===== src/rtl/dma_pkg.sv =====
`default_nettype none
// ============================================================================
// Module   : dma_pkg
// Purpose  : Shared types and burst-sizing helpers for the write-DMA engine.
// Revision : 1.0  initial release
// ============================================================================
package dma_pkg;

    typedef enum logic [1:0] {
        ST_IDLE = 2'd0,
        ST_FILL = 2'd1,
        ST_CMD  = 2'd2,
        ST_DATA = 2'd3
    } dma_state_t;

    localparam int unsigned PAGE_BYTES = 4096;

    function automatic int unsigned bytes_per_beat(input int unsigned data_w);
        return data_w / 8;
    endfunction

    // Burst may not exceed the configured maximum, the words still to issue,
    // or the words left before the next 4 KB page boundary.
    function automatic logic [31:0] calc_beats(
        input logic [31:0] burst_len,
        input logic [31:0] words_left,
        input logic [31:0] page_off,
        input logic [31:0] bpb
    );
        logic [31:0] w_to_page;
        logic [31:0] w_beats;
        w_to_page = (PAGE_BYTES - page_off) / bpb;
        w_beats   = burst_len;
        if (words_left < w_beats) w_beats = words_left;
        if (w_to_page < w_beats)  w_beats = w_to_page;
        return w_beats;
    endfunction

endpackage
`default_nettype wire


===== src/rtl/dma_sync_fifo.sv =====
`default_nettype none
// ============================================================================
// Module   : dma_sync_fifo
// Purpose  : Single-clock staging FIFO with occupancy count and flush.
// Revision : 1.0  initial release
// ============================================================================
module dma_sync_fifo #(
    parameter int DATA_W = 32,
    parameter int DEPTH  = 32
) (
    input  logic                     clk,
    input  logic                     rst_n,
    input  logic                     i_flush,
    input  logic                     i_push,
    input  logic [DATA_W-1:0]        i_wdata,
    input  logic                     i_pop,
    output logic [DATA_W-1:0]        o_rdata,
    output logic [$clog2(DEPTH):0]   o_count,
    output logic                     o_full
);

    localparam int AW = $clog2(DEPTH);

    logic [DATA_W-1:0] r_mem [DEPTH];
    logic [AW-1:0]     r_wr_ptr;
    logic [AW-1:0]     r_rd_ptr;
    logic [AW:0]       r_count;
    logic              w_full;
    logic              w_push;
    logic              w_pop;

    assign w_full = (r_count == (AW+1)'(DEPTH));
    assign w_push = i_push & ~w_full;
    assign w_pop  = i_pop & (r_count != '0);

    always_ff @(posedge clk or negedge rst_n) begin
        if (!rst_n) begin
            r_wr_ptr <= '0;
            r_rd_ptr <= '0;
            r_count  <= '0;
        end else if (i_flush) begin
            r_wr_ptr <= '0;
            r_rd_ptr <= '0;
            r_count  <= '0;
        end else begin
            if (w_push) r_wr_ptr <= r_wr_ptr + AW'(1);
            if (w_pop)  r_rd_ptr <= r_rd_ptr + AW'(1);
            case ({w_push, w_pop})
                2'b10:   r_count <= r_count + (AW+1)'(1);
                2'b01:   r_count <= r_count - (AW+1)'(1);
                default: r_count <= r_count;
            endcase
        end
    end

    always_ff @(posedge clk) begin
        if (w_push && !i_flush) r_mem[r_wr_ptr] <= i_wdata;
    end

    assign o_rdata = r_mem[r_rd_ptr];
    assign o_count = r_count;
    assign o_full  = w_full;

endmodule
`default_nettype wire


===== src/rtl/dma_wr_engine.sv =====
`default_nettype none
// ============================================================================
// Module   : dma_wr_engine
// Purpose  : Write-DMA master: stages a word stream and writes it out as bursts.
// Revision : 1.0  initial release
// ============================================================================
module dma_wr_engine
    import dma_pkg::*;
#(
    parameter int DATA_W     = 32,
    parameter int ADDR_W     = 32,
    parameter int LEN_W      = 24,
    parameter int BURST_LEN  = 16,
    parameter int FIFO_DEPTH = 32
) (
    input  logic              clk,
    input  logic              rst_n,
    input  logic              start,
    input  logic [ADDR_W-1:0] cfg_base,
    input  logic [LEN_W-1:0]  cfg_len,
    input  logic              abort,
    output logic              busy,
    output logic              dma_done,
    output logic              aborted,
    input  logic              s_valid,
    output logic              s_ready,
    input  logic [DATA_W-1:0] s_data,
    output logic              m_cmd_valid,
    input  logic              m_cmd_ready,
    output logic [ADDR_W-1:0] m_cmd_addr,
    output logic [7:0]        m_cmd_len,
    output logic              m_wvalid,
    input  logic              m_wready,
    output logic [DATA_W-1:0] m_wdata,
    output logic              m_wlast
);

    localparam int unsigned BYTES_PER_BEAT = bytes_per_beat(DATA_W);
    localparam int          CNT_W          = $clog2(FIFO_DEPTH) + 1;

    dma_state_t        r_state;
    logic [ADDR_W-1:0] r_addr;
    logic [LEN_W-1:0]  r_len;
    logic [LEN_W-1:0]  r_words_in;
    logic [LEN_W-1:0]  r_issued;
    logic [8:0]        r_beats;
    logic [8:0]        r_beat_cnt;
    logic              r_abort_pend;
    logic              r_busy;
    logic              r_dma_done;
    logic              r_aborted;
    logic              r_cmd_valid;
    logic [ADDR_W-1:0] r_cmd_addr;
    logic [7:0]        r_cmd_len;
    logic              r_wvalid;
    logic              r_wlast;

    logic              w_s_ready;
    logic              w_fifo_push;
    logic              w_fifo_pop;
    logic              w_fifo_flush;
    logic              w_fifo_full;
    logic [CNT_W-1:0]  w_fifo_count;
    logic [DATA_W-1:0] w_fifo_head;
    logic [LEN_W-1:0]  w_words_left;
    logic [31:0]       w_beats32;
    logic              w_last_issue;
    logic [ADDR_W-1:0] w_burst_bytes;
    logic              w_cmd_abort;
    logic              w_burst_end;
    logic              w_data_abort;

    assign w_s_ready    = r_busy & ~w_fifo_full & (r_words_in < r_len);
    assign w_fifo_push  = s_valid & w_s_ready;
    assign w_fifo_pop   = r_wvalid & m_wready;

    assign w_words_left = r_len - r_issued;
    assign w_beats32    = calc_beats(32'(BURST_LEN), 32'(w_words_left),
                                     32'(r_addr[11:0]), 32'(BYTES_PER_BEAT));
    assign w_last_issue  = ((r_issued + LEN_W'(r_beats)) == r_len);
    assign w_burst_bytes = ADDR_W'(r_beats) * ADDR_W'(BYTES_PER_BEAT);

    // Abort before the command is accepted drops the job at once; after
    // acceptance the burst must run to m_wlast before the FIFO is flushed.
    assign w_cmd_abort  = abort & ((r_state == ST_FILL) |
                                   ((r_state == ST_CMD) & ~m_cmd_ready));
    assign w_burst_end  = (r_state == ST_DATA) & w_fifo_pop & r_wlast;
    assign w_data_abort = w_burst_end & ~w_last_issue & (r_abort_pend | abort);
    assign w_fifo_flush = w_cmd_abort | w_data_abort;

    dma_sync_fifo #(
        .DATA_W (DATA_W),
        .DEPTH  (FIFO_DEPTH)
    ) u_fifo (
        .clk     (clk),
        .rst_n   (rst_n),
        .i_flush (w_fifo_flush),
        .i_push  (w_fifo_push),
        .i_wdata (s_data),
        .i_pop   (w_fifo_pop),
        .o_rdata (w_fifo_head),
        .o_count (w_fifo_count),
        .o_full  (w_fifo_full)
    );

    always_ff @(posedge clk or negedge rst_n) begin
        if (!rst_n) begin
            r_state      <= ST_IDLE;
            r_addr       <= '0;
            r_len        <= '0;
            r_words_in   <= '0;
            r_issued     <= '0;
            r_beats      <= '0;
            r_beat_cnt   <= '0;
            r_abort_pend <= 1'b0;
            r_busy       <= 1'b0;
            r_dma_done   <= 1'b0;
            r_aborted    <= 1'b0;
            r_cmd_valid  <= 1'b0;
            r_cmd_addr   <= '0;
            r_cmd_len    <= '0;
            r_wvalid     <= 1'b0;
            r_wlast      <= 1'b0;
        end else begin
            r_dma_done <= 1'b0;
            r_aborted  <= 1'b0;
            if (w_fifo_push) r_words_in <= r_words_in + LEN_W'(1);

            case (r_state)
                ST_IDLE: begin
                    if (start) begin
                        r_addr       <= cfg_base;
                        r_len        <= cfg_len;
                        r_words_in   <= '0;
                        r_issued     <= '0;
                        r_abort_pend <= 1'b0;
                        if (cfg_len == '0) begin
                            r_dma_done <= 1'b1;
                        end else begin
                            r_busy  <= 1'b1;
                            r_state <= ST_FILL;
                        end
                    end
                end
                ST_FILL: begin
                    if (w_cmd_abort) begin
                        r_busy    <= 1'b0;
                        r_aborted <= 1'b1;
                        r_state   <= ST_IDLE;
                    end else if (32'(w_fifo_count) >= w_beats32) begin
                        r_cmd_valid <= 1'b1;
                        r_cmd_addr  <= r_addr;
                        r_cmd_len   <= 8'(w_beats32 - 32'd1);
                        r_beats     <= w_beats32[8:0];
                        r_state     <= ST_CMD;
                    end
                end
                ST_CMD: begin
                    if (m_cmd_ready) begin
                        r_cmd_valid  <= 1'b0;
                        r_wvalid     <= 1'b1;
                        r_wlast      <= (r_beats == 9'd1);
                        r_beat_cnt   <= '0;
                        r_abort_pend <= abort;
                        r_state      <= ST_DATA;
                    end else if (w_cmd_abort) begin
                        r_cmd_valid <= 1'b0;
                        r_busy      <= 1'b0;
                        r_aborted   <= 1'b1;
                        r_state     <= ST_IDLE;
                    end
                end
                ST_DATA: begin
                    if (abort) r_abort_pend <= 1'b1;
                    if (w_burst_end) begin
                        r_wvalid   <= 1'b0;
                        r_wlast    <= 1'b0;
                        r_beat_cnt <= '0;
                        r_addr     <= r_addr + w_burst_bytes;
                        r_issued   <= r_issued + LEN_W'(r_beats);
                        // Completion outranks a same-cycle abort.
                        if (w_last_issue) begin
                            r_busy     <= 1'b0;
                            r_dma_done <= 1'b1;
                            r_state    <= ST_IDLE;
                        end else if (w_data_abort) begin
                            r_busy    <= 1'b0;
                            r_aborted <= 1'b1;
                            r_state   <= ST_IDLE;
                        end else begin
                            r_state <= ST_FILL;
                        end
                    end else if (w_fifo_pop) begin
                        r_beat_cnt <= r_beat_cnt + 9'd1;
                        r_wlast    <= ((r_beat_cnt + 9'd2) == r_beats);
                    end
                end
                default: r_state <= ST_IDLE;
            endcase
        end
    end

    assign busy        = r_busy;
    assign dma_done    = r_dma_done;
    assign aborted     = r_aborted;
    assign s_ready     = w_s_ready;
    assign m_cmd_valid = r_cmd_valid;
    assign m_cmd_addr  = r_cmd_addr;
    assign m_cmd_len   = r_cmd_len;
    assign m_wvalid    = r_wvalid;
    assign m_wdata     = r_wvalid ? w_fifo_head : '0;
    assign m_wlast     = r_wlast;

endmodule
`default_nettype wire


===== config.mk =====
export PLATFORM = sky130hd
export DESIGN_NAME = dma_wr_engine
export DESIGN_NICKNAME = d
export VERILOG_FILES = /design/src/rtl/dma_pkg.sv /design/src/rtl/dma_sync_fifo.sv /design/src/rtl/dma_wr_engine.sv
export SDC_FILE = /design/constraint.sdc
export NUM_CORES = 1
export LEC_CHECK = 0
export CORE_MARGIN = 1
export CORE_UTILIZATION = 55
export DETAILED_ROUTE_END_ITERATION = 8
export HOLD_SLACK_MARGIN = 0.12
export PLACE_DENSITY_LB_ADDON = 0.3
export SLEW_MARGIN = 20
export SYNTH_ARGS = -nofsm -noshare
export SYNTH_HDL_FRONTEND = slang
export SYNTH_SLANG_ARGS = --single-unit

===== constraint.sdc =====
create_clock -name clk -period 6.1 [get_ports clk]
set_input_delay 0.61 -clock clk [delete_from_list [all_inputs] [get_ports clk]]
set_output_delay 0.61 -clock clk [all_outputs]
set_load 0.1 [all_outputs]

== Word level (Yosys, flattened, before mapping) ==
Memories as Yosys holds them, arrays and structs flattened.
Index checks and enable logic that the tools add are counted.
W data, S select, Z words.

* Bits in registers: 187
* Bits in writable memories: 1024
* Bits of input ports: 95
* Output and inout bits: 79
* Logic and storage cells: 166
* Memories kept: 1

* $add $sub $neg: 12
* $lt $le $gt $ge: 4
* Equal/unequal tests: 21
* Multiplexer cells: 69
* Bitwise logic cells: 19
* Reductions and logical operators: 21

{| class="wikitable"
|+ Memory list
! memory !! words !! bits a word !! rd ports !! clocked after memory_dff !! write ports !! line !! source
|-
| u_fifo.r_mem || 32 || 32 || 1 || 0 || 1 || dma_sync_fifo.sv:24 || <nowiki>logic [DATA_W-1:0] r_mem [DEPTH];</nowiki>
|}

{| class="wikitable"
|+ Operators by type and width
! operator !! count
|-
| $mux W24 || 6
|-
| $mux W32 || 3
|-
| $pmux W32 S2 || 1
|-
| $pmux W24 S2 || 1
|-
| $add A32 B11 Y32 || 1
|-
| $lt A30 B32 Y1 || 1
|-
| $mux W1 || 32
|-
| $ge A6 B30 Y1 || 1
|-
| $mux W30 || 1
|-
| $mux W9 || 3
|-
| $add A24 B1 Y24 const B || 1
|-
| $add A24 B9 Y24 || 1
|-
| $eq A24 B24 Y1 || 1
|-
| $logic_not A24 Y1 || 1
|-
| $lt A24 B24 Y1 || 1
|-
| $lt A24 B5 Y1 const B || 1
|-
| $sub A24 B24 Y24 || 1
|-
| $mux W5 || 4
|-
| $pmux W9 S2 || 1
|-
| $mux W2 || 7
|-
| $ne A2 B2 Y1 const B || 7
|-
| $sub A13 B12 Y14 const A || 1
|-
| $and A1 B1 Y1 || 12
|-
| $pmux W6 S2 || 1
|-
| other kinds (31) || 56
|}

== Logic depth before layout (Yosys ltp) ==
Gate-level depths: netlist of the first run.

* Word-level depth: 10
* Mapped depth: 36

== By module ==
From an unflattened synthesis of the first run, not the netlist that was laid out.

* Cell total of the unflattened synthesis: 3079
* Area total of the unflattened synthesis: 52506.6 um^2

{| class="wikitable"
|+ Modules (own cells, without submodules)
! module !! instances !! cells each !! area an instance (um^2)
|-
| dma_sync_fifo || 1 || 1618 || 39939.6
|-
| dma_wr_engine || 1 || 1461 || 12567.1
|}

== Worst setup path before layout of the first run ==
No wires, ideal clock.

* Path type: reg-to-reg
* From: reg r_issued[12]
* To: reg r_state[0]
* Arrival: 6.383 ns
* Path slack: -0.408 ns
* Cell stages (with the launch flop): 36
* Path buffers: 3
* Path through: dfrtp_1 buf_2 inv_1 ha_1 inv_2 o31a_1 o311a_1 and4_1 nor4b_2 o2111a_1 and4_4 buf_6 nand2_1 nor2_1 nand2_1 ha_1 a21oi_1 nor2_1 a211oi_1 o21ai_0 nor2_1 a21o_1 buf_2 nor3_1 a21oi_1 inv_1 ha_1 nand2b_1 a21oi_1 nor2b_1 nand2_1 a31oi_2 a211oi_4 a31oi_1 o221ai_1 mux2_2

* Elaborated cells between the ends (all ways): 17
* Classes of those cells: 2 x add/sub; 3 x order compare; 2 x eq/ne; 6 x mux; 3 x bitwise; 1 x reduce/logical

{| class="wikitable"
|+ RTL lines
! item !! line !! source
|-
| start: declaration || dma_wr_engine.sv:45 || <nowiki>logic [LEN_W-1:0] r_issued;</nowiki>
|-
| start signal: assignment || dma_wr_engine.sv:180 || <nowiki>r_issued <= r_issued + LEN_W'(r_beats);</nowiki>
|-
| $sub A24 B24 Y24 * || dma_wr_engine.sv:77 || <nowiki>assign w_words_left = r_len - r_issued;</nowiki>
|-
| $lt A24 B5 Y1 || dma_pkg.sv:34 || <nowiki>if (words_left < w_beats) w_beats = words_left;</nowiki>
|-
| $mux W24 * || dma_pkg.sv:34 ||
|-
| $lt A30 B32 Y1 || dma_pkg.sv:35 || <nowiki>if (w_to_page < w_beats) w_beats = w_to_page;</nowiki>
|-
| $mux W30 * || dma_pkg.sv:35 ||
|-
| net w_beats32[0] || dma_wr_engine.sv:66 || <nowiki>logic [31:0] w_beats32;</nowiki>
|-
| $ge A6 B30 Y1 * || dma_wr_engine.sv:150 || <nowiki>end else if (32'(w_fifo_count) >= w_beats32) begin</nowiki>
|-
| $ne A3 B2 Y1 (no source line) * || - ||
|-
| $reduce_and A5 Y1 (no source line) * || - ||
|-
| end signal: assignment || dma_wr_engine.sv:149 || <nowiki>r_state <= ST_IDLE;</nowiki>
|-
| end signal: assignment || dma_wr_engine.sv:155 || <nowiki>r_state <= ST_CMD;</nowiki>
|-
| end signal: assignment || dma_wr_engine.sv:165 || <nowiki>r_state <= ST_DATA;</nowiki>
|-
| end: declaration || dma_wr_engine.sv:41 || <nowiki>dma_state_t r_state;</nowiki>
|}

Mark *: on every way through the listed nets, which the timed path passes. The rest lies on a longest branch. The select of a mux whose other input is x is not followed.
A chain may end at the register's enable or synchronous reset.

== Final worst setup path of the first run ==
* From: reg r_issued[0]
* To: reg r_cmd_addr[15], in the netlist m_cmd_addr[15]

* Word-level cells in the longest chain between the ends: 7

{| class="wikitable"
|+ RTL lines
! item !! line !! source
|-
| $sub A24 B24 Y24 * || dma_wr_engine.sv:77 ||
|-
| $lt A24 B5 Y1 || dma_pkg.sv:34 ||
|-
| $mux W24 * || dma_pkg.sv:34 ||
|-
| $lt A30 B32 Y1 || dma_pkg.sv:35 ||
|-
| $mux W30 * || dma_pkg.sv:35 ||
|-
| net w_beats32[0] || dma_wr_engine.sv:66 ||
|-
| $ge A6 B30 Y1 * || dma_wr_engine.sv:150 ||
|-
| $reduce_and A3 Y1 (no source line) * || - ||
|-
| end signal: assignment || dma_wr_engine.sv:152 || <nowiki>r_cmd_addr <= r_addr;</nowiki>
|-
| end: declaration || dma_wr_engine.sv:53 || <nowiki>logic [ADDR_W-1:0] r_cmd_addr;</nowiki>
|}

Mark *: on every way through the listed nets, which the timed path passes. The rest lies on a longest branch.

==> key figures, run 1 <==
Floorplan
  – DIE AREA: ~0.096 mm2
  – Die Ht: 311 um
  – Die width: 311 um
  – Core Region: 0.0939 mm2
  – Row cnt: approximately 110
  – Initial Utilization: 0.558
  – I/O pins: between 150 and 200

Final layout
  – Ratio of cells with drive above 1 in the final layout: 0.263
  – Fillcell total: around 6.1k
  – Area Overhead vs Synth: 18.4%
  – Final Instance Area: 0.0620 mm2
  – Count of nets after finishing: roughly 3.6k

Timing
  – Part of the cycle the worst path needs: 1.00
  – Clock Skew: around 25 ps
  – Hold WS: 440 ps
  – Final slew viol count: 0
  – Slew @ Worst Pin: roughly 1200 ps
  – Setup ws final: -25.4 ps
  – Achievable frequency: around 160 MHz
  – Period minus WS final: roughly 6000 ps
  – Final setup viols: 16
  – RSZ-0062 raised after global routing: yes
  – Endpoints failing hold: 0
  – Slew margin rel.: 0.187

Setup path
  – Critical path peak fanout: 7
  – CP Buf/Inv Count: 6
  – CP arrival: 6710 ps
  – Critical Path RT: 6690 ps
  – Worst path top cell family by delay: simple AND/OR/NAND/NOR gates
  – Slowest-stage cell, CP: dfrtp_1
  – WS Path Type: register to register
  – Slowest stage delay, CP: about 410 ps
  – Startpoint types: register
  – CP Capture Type: register

Placed design
  – Port bufs: between 150 and 200
  – HPWL Detailed: between 80,000 and 90,000 um
  – Gpl congestion: 0.891
  – DP Area: between 0.05 and 0.06 mm2
  – Worst slack, placed: -425 ps

Status
  – Violated checks: negative setup slack
  – Outcome: finished with violations

Routing
  – Post-DRT Antenna Nets: 0
  – DRC violations left: 0
  – Drt total wl: between 100,000 and 150,000 um
  – Vias per std cell: about 6.5
  – Drt wl/cell: between 20 and 30 um
  – Drt pass-1 iters: 7
  – Starting DRC count in detailed routing: 3,740
  – Vias: roughly 30k

Power
  – Net switching power: approximately 11 mW
  – Pwr Density: 465 mW/mm2
  – Sequential power share: 0.356
  – Max VDD drop: roughly 0.55 mV
  – Combinational power share: 0.392
  – Leakage power: between 20 and 25 nW
  – Clock power share: 0.253
  – Pint: 18.3 mW
  – Sw Ratio: 0.366

Yosys
  – Top cells by area, synth: edfxtp_1 59%, mux4_2 14%, dfrtp_1 8.9%, ha_1 2.3%, nand2_1 1.1%
  – Asr flop ratio synth: 0.154
  – Top cells by count, synth: 1,024 x edfxtp_1, 320 x mux4_2, 187 x dfrtp_1
  – Yosys top cell by area: edfxtp_1
  – Yosys top cell area share: 0.587
  – Syn. warnings: 0
  – Most frequent cell after synthesis: edfxtp_1
  – Number of flops mapped to enable cells by yosys: ~1k
  – Synthesized cell area: roughly 0.052 mm2
  – Syn avg cell area: 17.4 um2
  – Primary FF master, synth: edfxtp_1
  – Synthesized flop and latch total: approximately 1.2k
  – Post-Syn Instances: roughly 3.0k
  – Post-synth cell types: just over 80
  – Seq/Total Area, Yosys: 0.676

Global routing
  – Largest net degree at the start of global routing: about 110
  – Gr usage total: 0.285
  – Grt ovf: 0
  – Initial antenna violation count: 4
  – Vias in the first global route: about 31k
  – First-pass GRT wire length: between 200,000 and 250,000 um

Job
  – Maxcap violations: 0

Clock network
  – CTS clock-pin slew for the worst setup and hold paths: around 60 ps
  – CTS Root Buffer Type: clkbuf_16
  – CTS tree: done
  – Sink Count: about 1.2k
  – Buffer depth of the longest clock path: 3
  – Num CTS Buffers: ~120
  – Skew-Pair Late Insertion Delay: 720 ps
  – H-Tree Depth: 3

Hold path
  – Worst hold path class: input pin to register
-- stage by stage --
step | TNS (ps) | util | power, mW | cells
after global routing | -11380 | 0.660 | 30.0 | 4767
after floorplan | 0 | - | 17.8 | 3020
after global placement | -11170 | 0.611 | 21.0 | 4525
after CTS | -1170 | 0.657 | 28.7 | 4756
final | -264 | 0.660 | 28.8 | 4770
after detailed placement | -16360 | 0.611 | 21.1 | 4525
-- routing by layer --
layer / wire [um] / global-route usage / share of wire / vias up
li1: - / - / - / 12900
met1: 55400 / 0.405 / 0.40 / 15900
met2: 65600 / 0.451 / 0.48 / 1751
met3: 11400 / 0.0453 / 0.083 / 266
met4: 4690 / 0.0991 / 0.034 / 4
met5: 27 / 0 / 0.00020 / -
-- state kept, by name, summed over array words and instances (netlist names), 8 cells and up --
register	cells
m_cmd_addr	32
m_cmd_len	8
r_addr	32
r_beat_cnt	9
r_beats	9
r_issued	24
r_len	24
r_words_in	24
u_fifo.r_mem	1024
-- power groups by stage --
stage               sequential (mW)  combinational (mW)  clock [mW]
global route                   10.3                12.0        7.68
CTS                            10.2                11.0        7.39
detailed placement             10.4                10.7           0
global placement               10.4                10.6           0
floorplan                      10.8                6.98           0
finish                         10.3                11.3        7.29
-- path summary, 6_finish.rpt --
kind	cells after the start	from	end	slack [ps]
worst max-delay path	32	r_issued[0]$_DFFE_PN0P_	m_cmd_addr[15]$_DFFE_PN0P_	-30
worst min-delay path	1	s_data[18]	u_fifo.r_mem[9][18]$_DFFE_PP_	440
worst max register to register	32	r_issued[0]$_DFFE_PN0P_	m_cmd_addr[15]$_DFFE_PN0P_	-30
worst min register to register	1	r_issued[23]$_DFFE_PN0P_	r_issued[23]$_DFFE_PN0P_	510
max in group asynchronous	3	rst_n	r_addr[15]$_DFFE_PN0P_	4200
min in group asynchronous	2	rst_n	r_issued[14]$_DFFE_PN0P_	560
-- logic make-up (layout without fill, tap and decap cells) --
logic type,count (synthesis),count (layout),share of synthesized area
xor+xnor,106,106,0.0177
compound gates,393,393,0.0481
other cells,1,10,0.0000716
mux,417,417,0.160
flops,1211,1211,0.676
simple gates,564,564,0.0565
buf+inv,223,715,0.0170
fa+ha+maj,100,100,0.0245
-- cell usage in the layout (no fill, tap or decap), types with 27 or more instances in the layout --
| cell | n |
|---|---|
| and4_2 | 32 |
| buf_4 | 192 |
| nor2b_1 | 47 |
| a21o_1 | 30 |
| xnor2_1 | 64 |
| or3_1 | 27 |
| nor2_1 | 95 |
| mux4_2 | 320 |
| edfxtp_1 | 1024 |
| clkdlybuf4s50_1 | 169 |
| nand2_1 | 147 |
| clkbuf_16 | 123 |
| ha_1 | 83 |
| nand4_1 | 34 |
| mux2_4 | 39 |
| mux2i_1 | 56 |
| o21ai_0 | 103 |
| nand3_1 | 32 |
| inv_1 | 77 |
| buf_12 | 39 |
| dfrtp_1 | 181 |
| xor2_1 | 41 |
| a21oi_1 | 93 |
-- final cells by class --
type | count | area, um2 | area share
sequential | 1211 | 35400 | 0.572
multi-input combinational | 1586 | 16600 | 0.268
timing repair buffer | 417 | 4150 | 0.0669
clock buffer | 147 | 3180 | 0.0512
tap | 1254 | 1570 | 0.0253
clock inverter | 68 | 708 | 0.0114
inverter | 83 | 312 | 0.00502
antenna | 4 | 10.0 | 0.000161
-- repair_timing --
action / CTS / global route
endpoints found under the hold margin: 105 / 0
hold buffers: 1 / 0
pin swaps: 31 / 32
buffers inserted: 13 / 8
setup endpoints to repair: 52 / 52
cloned: 2 / 2
gates resized for setup: 50 / 49
(Power assumes the default switching activity.)
==> run 2: changes to the inputs <==
--- a/config.mk
+++ b/config.mk
@@ -10,7 +10,7 @@
 export DETAILED_ROUTE_END_ITERATION = 8
 export HOLD_SLACK_MARGIN = 0.12
 export PLACE_DENSITY_LB_ADDON = 0.3
-export SLEW_MARGIN = 20
+export SLEW_MARGIN = 30
 export SYNTH_ARGS = -nofsm -noshare
 export SYNTH_HDL_FRONTEND = slang
 export SYNTH_SLANG_ARGS = --single-unit
==> key figures, run 2 (synthesis gave the netlist of run 1 again) <==
Status
  – Outcome: finished, final reports clean

Clock network
  – H-Tree Depth: 3
  – CTS Root Buffer Type: clkbuf_16
  – Skew-Pair Late Insertion Delay: around 730 ps
  – Num CTS Buffers: 120
  – CTS tree: done
  – Buffer depth of the longest clock path: 3
  – CTS clock-pin slew for the worst setup and hold paths: roughly 70 ps
  – Sink Count: 1,211

Setup path
  – CP Capture Type: register
  – Startpoint types: register
  – CP arrival: 6640 ps
  – Slowest stage delay, CP: 370 ps
  – Slowest-stage cell, CP: ha_1
  – Critical path peak fanout: 7
  – WS Path Type: register to register
  – Critical Path RT: approximately 6700 ps

Global routing
  – Vias in the first global route: about 31k
  – Routing usage on met1: 0.409
  – GRT met2 Usage: 0.456
  – First-pass GRT wire length: slightly above 200,000 um
  – GRT met3 Usage: 0.0470
  – Gr usage total: 0.288
  – Grt ovf: 0
  – Largest net degree at the start of global routing: 107
  – GR peak layer: met2
  – Initial antenna violation count: 5

Final layout
  – Reg with most FFs: u_fifo.r_mem
  – Ratio of cells with drive above 1 in the final layout: 0.278
  – Most frequent cells in the layout: 1,024 x edfxtp_1, 320 x mux4_2, 194 x buf_4
  – Count of nets after finishing: approximately 3.6k
  – Seq. cell area: 0.0355 mm2
  – Fillcell total: roughly 6.2k
  – Area of the multi-input gates: between 0.015 and 0.02 mm2
  – Max reg flops: 1,024
  – Most common cell after layout, fill and taps aside: edfxtp_1
  – Area Overhead vs Synth: 18.9%

Timing
  – Slew @ Worst Pin: approximately 1100 ps
  – Setup TNS: 0 ps
  – Clock Skew: 30.2 ps
  – Hold WS: approximately 380 ps
  – Part of the cycle the worst path needs: 0.994
  – Achievable frequency: about 170 MHz
  – Slew margin rel.: 0.280
  – Final setup viols: 0
  – Endpoints failing hold: 0
  – Period minus WS final: about 6100 ps
  – Final slew viol count: 0
  – RSZ-0062 raised after global routing: yes

Job
  – Maxcap violations: 0

Power
  – Leakage power: around 21 nW
  – Pwr Density: between 400 and 500 mW/mm2
  – Max VDD drop: between 0.5 and 0.6 mV

Floorplan
  – Die Ht: 311 um
  – Core Region: about 0.094 mm2
  – DIE AREA: 0.0965 mm2
  – I/O pins: roughly 170
  – Row cnt: 112
  – Die width: between 300 and 400 um
  – Initial Utilization: 0.558

Routing
  – Drt wl/cell: a little under 30 um
  – Drt total wl: between 100,000 and 150,000 um
  – Drt pass-1 iters: 5
  – Vias per std cell: between 6 and 7
  – Post-DRT Antenna Nets: 0
  – Starting DRC count in detailed routing: 3,705
  – Vias: between 30k and 40k
  – DRC violations left: 0

Placed design
  – Gpl congestion: roughly 0.9
  – HPWL Detailed: 81,400 um
  – Port bufs: ~170

Hold path
  – Worst hold path class: input pin to register
run 2: cell type report:
cell class,instances,share of cell area
Inverter,83,0.00500
Antenna cell,4,0.000161
Clock buffer,153,0.0526
Clock inverter,73,0.0130
Multi-Input combinational cell,1586,0.269
Tap cell,1254,0.0252
Sequential cell,1211,0.569
Timing Repair Buffer,421,0.0663
run 2: path summary, 6_finish.rpt:
| path | startpoint | endpoint | slack [ps] | cells past startpoint |
|---|---|---|---|---|
| worst max-delay path | r_issued[8]$_DFFE_PN0P_ | m_cmd_addr[6]$_DFFE_PN0P_ | 40 | 33 |
| worst min-delay path | s_data[8] | u_fifo.r_mem[13][8]$_DFFE_PP_ | 380 | 1 |
| worst max register to register | r_issued[8]$_DFFE_PN0P_ | m_cmd_addr[6]$_DFFE_PN0P_ | 40 | 33 |
| worst min register to register | r_issued[23]$_DFFE_PN0P_ | r_issued[23]$_DFFE_PN0P_ | 510 | 1 |
| max in group asynchronous | rst_n | r_addr[13]$_DFFE_PN0P_ | 4240 | 3 |
| min in group asynchronous | rst_n | r_len[15]$_DFFE_PN0P_ | 530 | 2 |
run 2: per-stage QoR:
step	area, um2	power [mW]	instances	setup WS, ps	utilization
6_report	62300	29.2	4785	39.4	0.663
3_3_place_gp	57400	21.0	4525	-302	0.611
5_1_grt	62300	30.3	4781	-238	0.663
4_1_cts	61900	29.0	4767	0.930	0.659
2_1_floorplan	52500	17.8	3020	5.42	-
3_5_place_dp	57400	21.1	4527	-366	0.612
run 2: worst max-delay path: cells and delay by family (launching register included):
kind / cells / cell delay (ps)
AO/OA/AOI/OAI: 8 / 1400
adder cells (fa/ha/maj): 3 / 930
buffers and inverters: 7 / 950
flip-flops: 1 / 350
multiplexers: 1 / 290
AND/OR/NAND/NOR: 14 / 1990
run 2: per-layer routing:
layer	vias to the layer above	routed length [um]
li1	12900	-
met1	16000	55700
met2	1752	66800
met3	308	11900
met4	4	5070
met5	-	25
run 2: timing repair:
action / 4_1_cts / 5_1_grt
endpoints found under the setup margin: 52 / 52
pin swaps: 30 / 26
resized for setup: 57 / 72
setup buffers: 12 / 12
gates cloned: 2 / 2
hold endpoints to repair: 105 / 0
hold buffers: 1 / 0
run 2: report_power, final:
| part | total (mW) | internal [mW] | switching [mW] |
|---|---|---|---|
| sequential | 10.2 | 9.48 | 0.674 |
| clock | 7.58 | 4.40 | 3.19 |
| combinational | 11.5 | 4.67 | 6.79 |
| total | 29.2 | 18.5 | 10.7 |
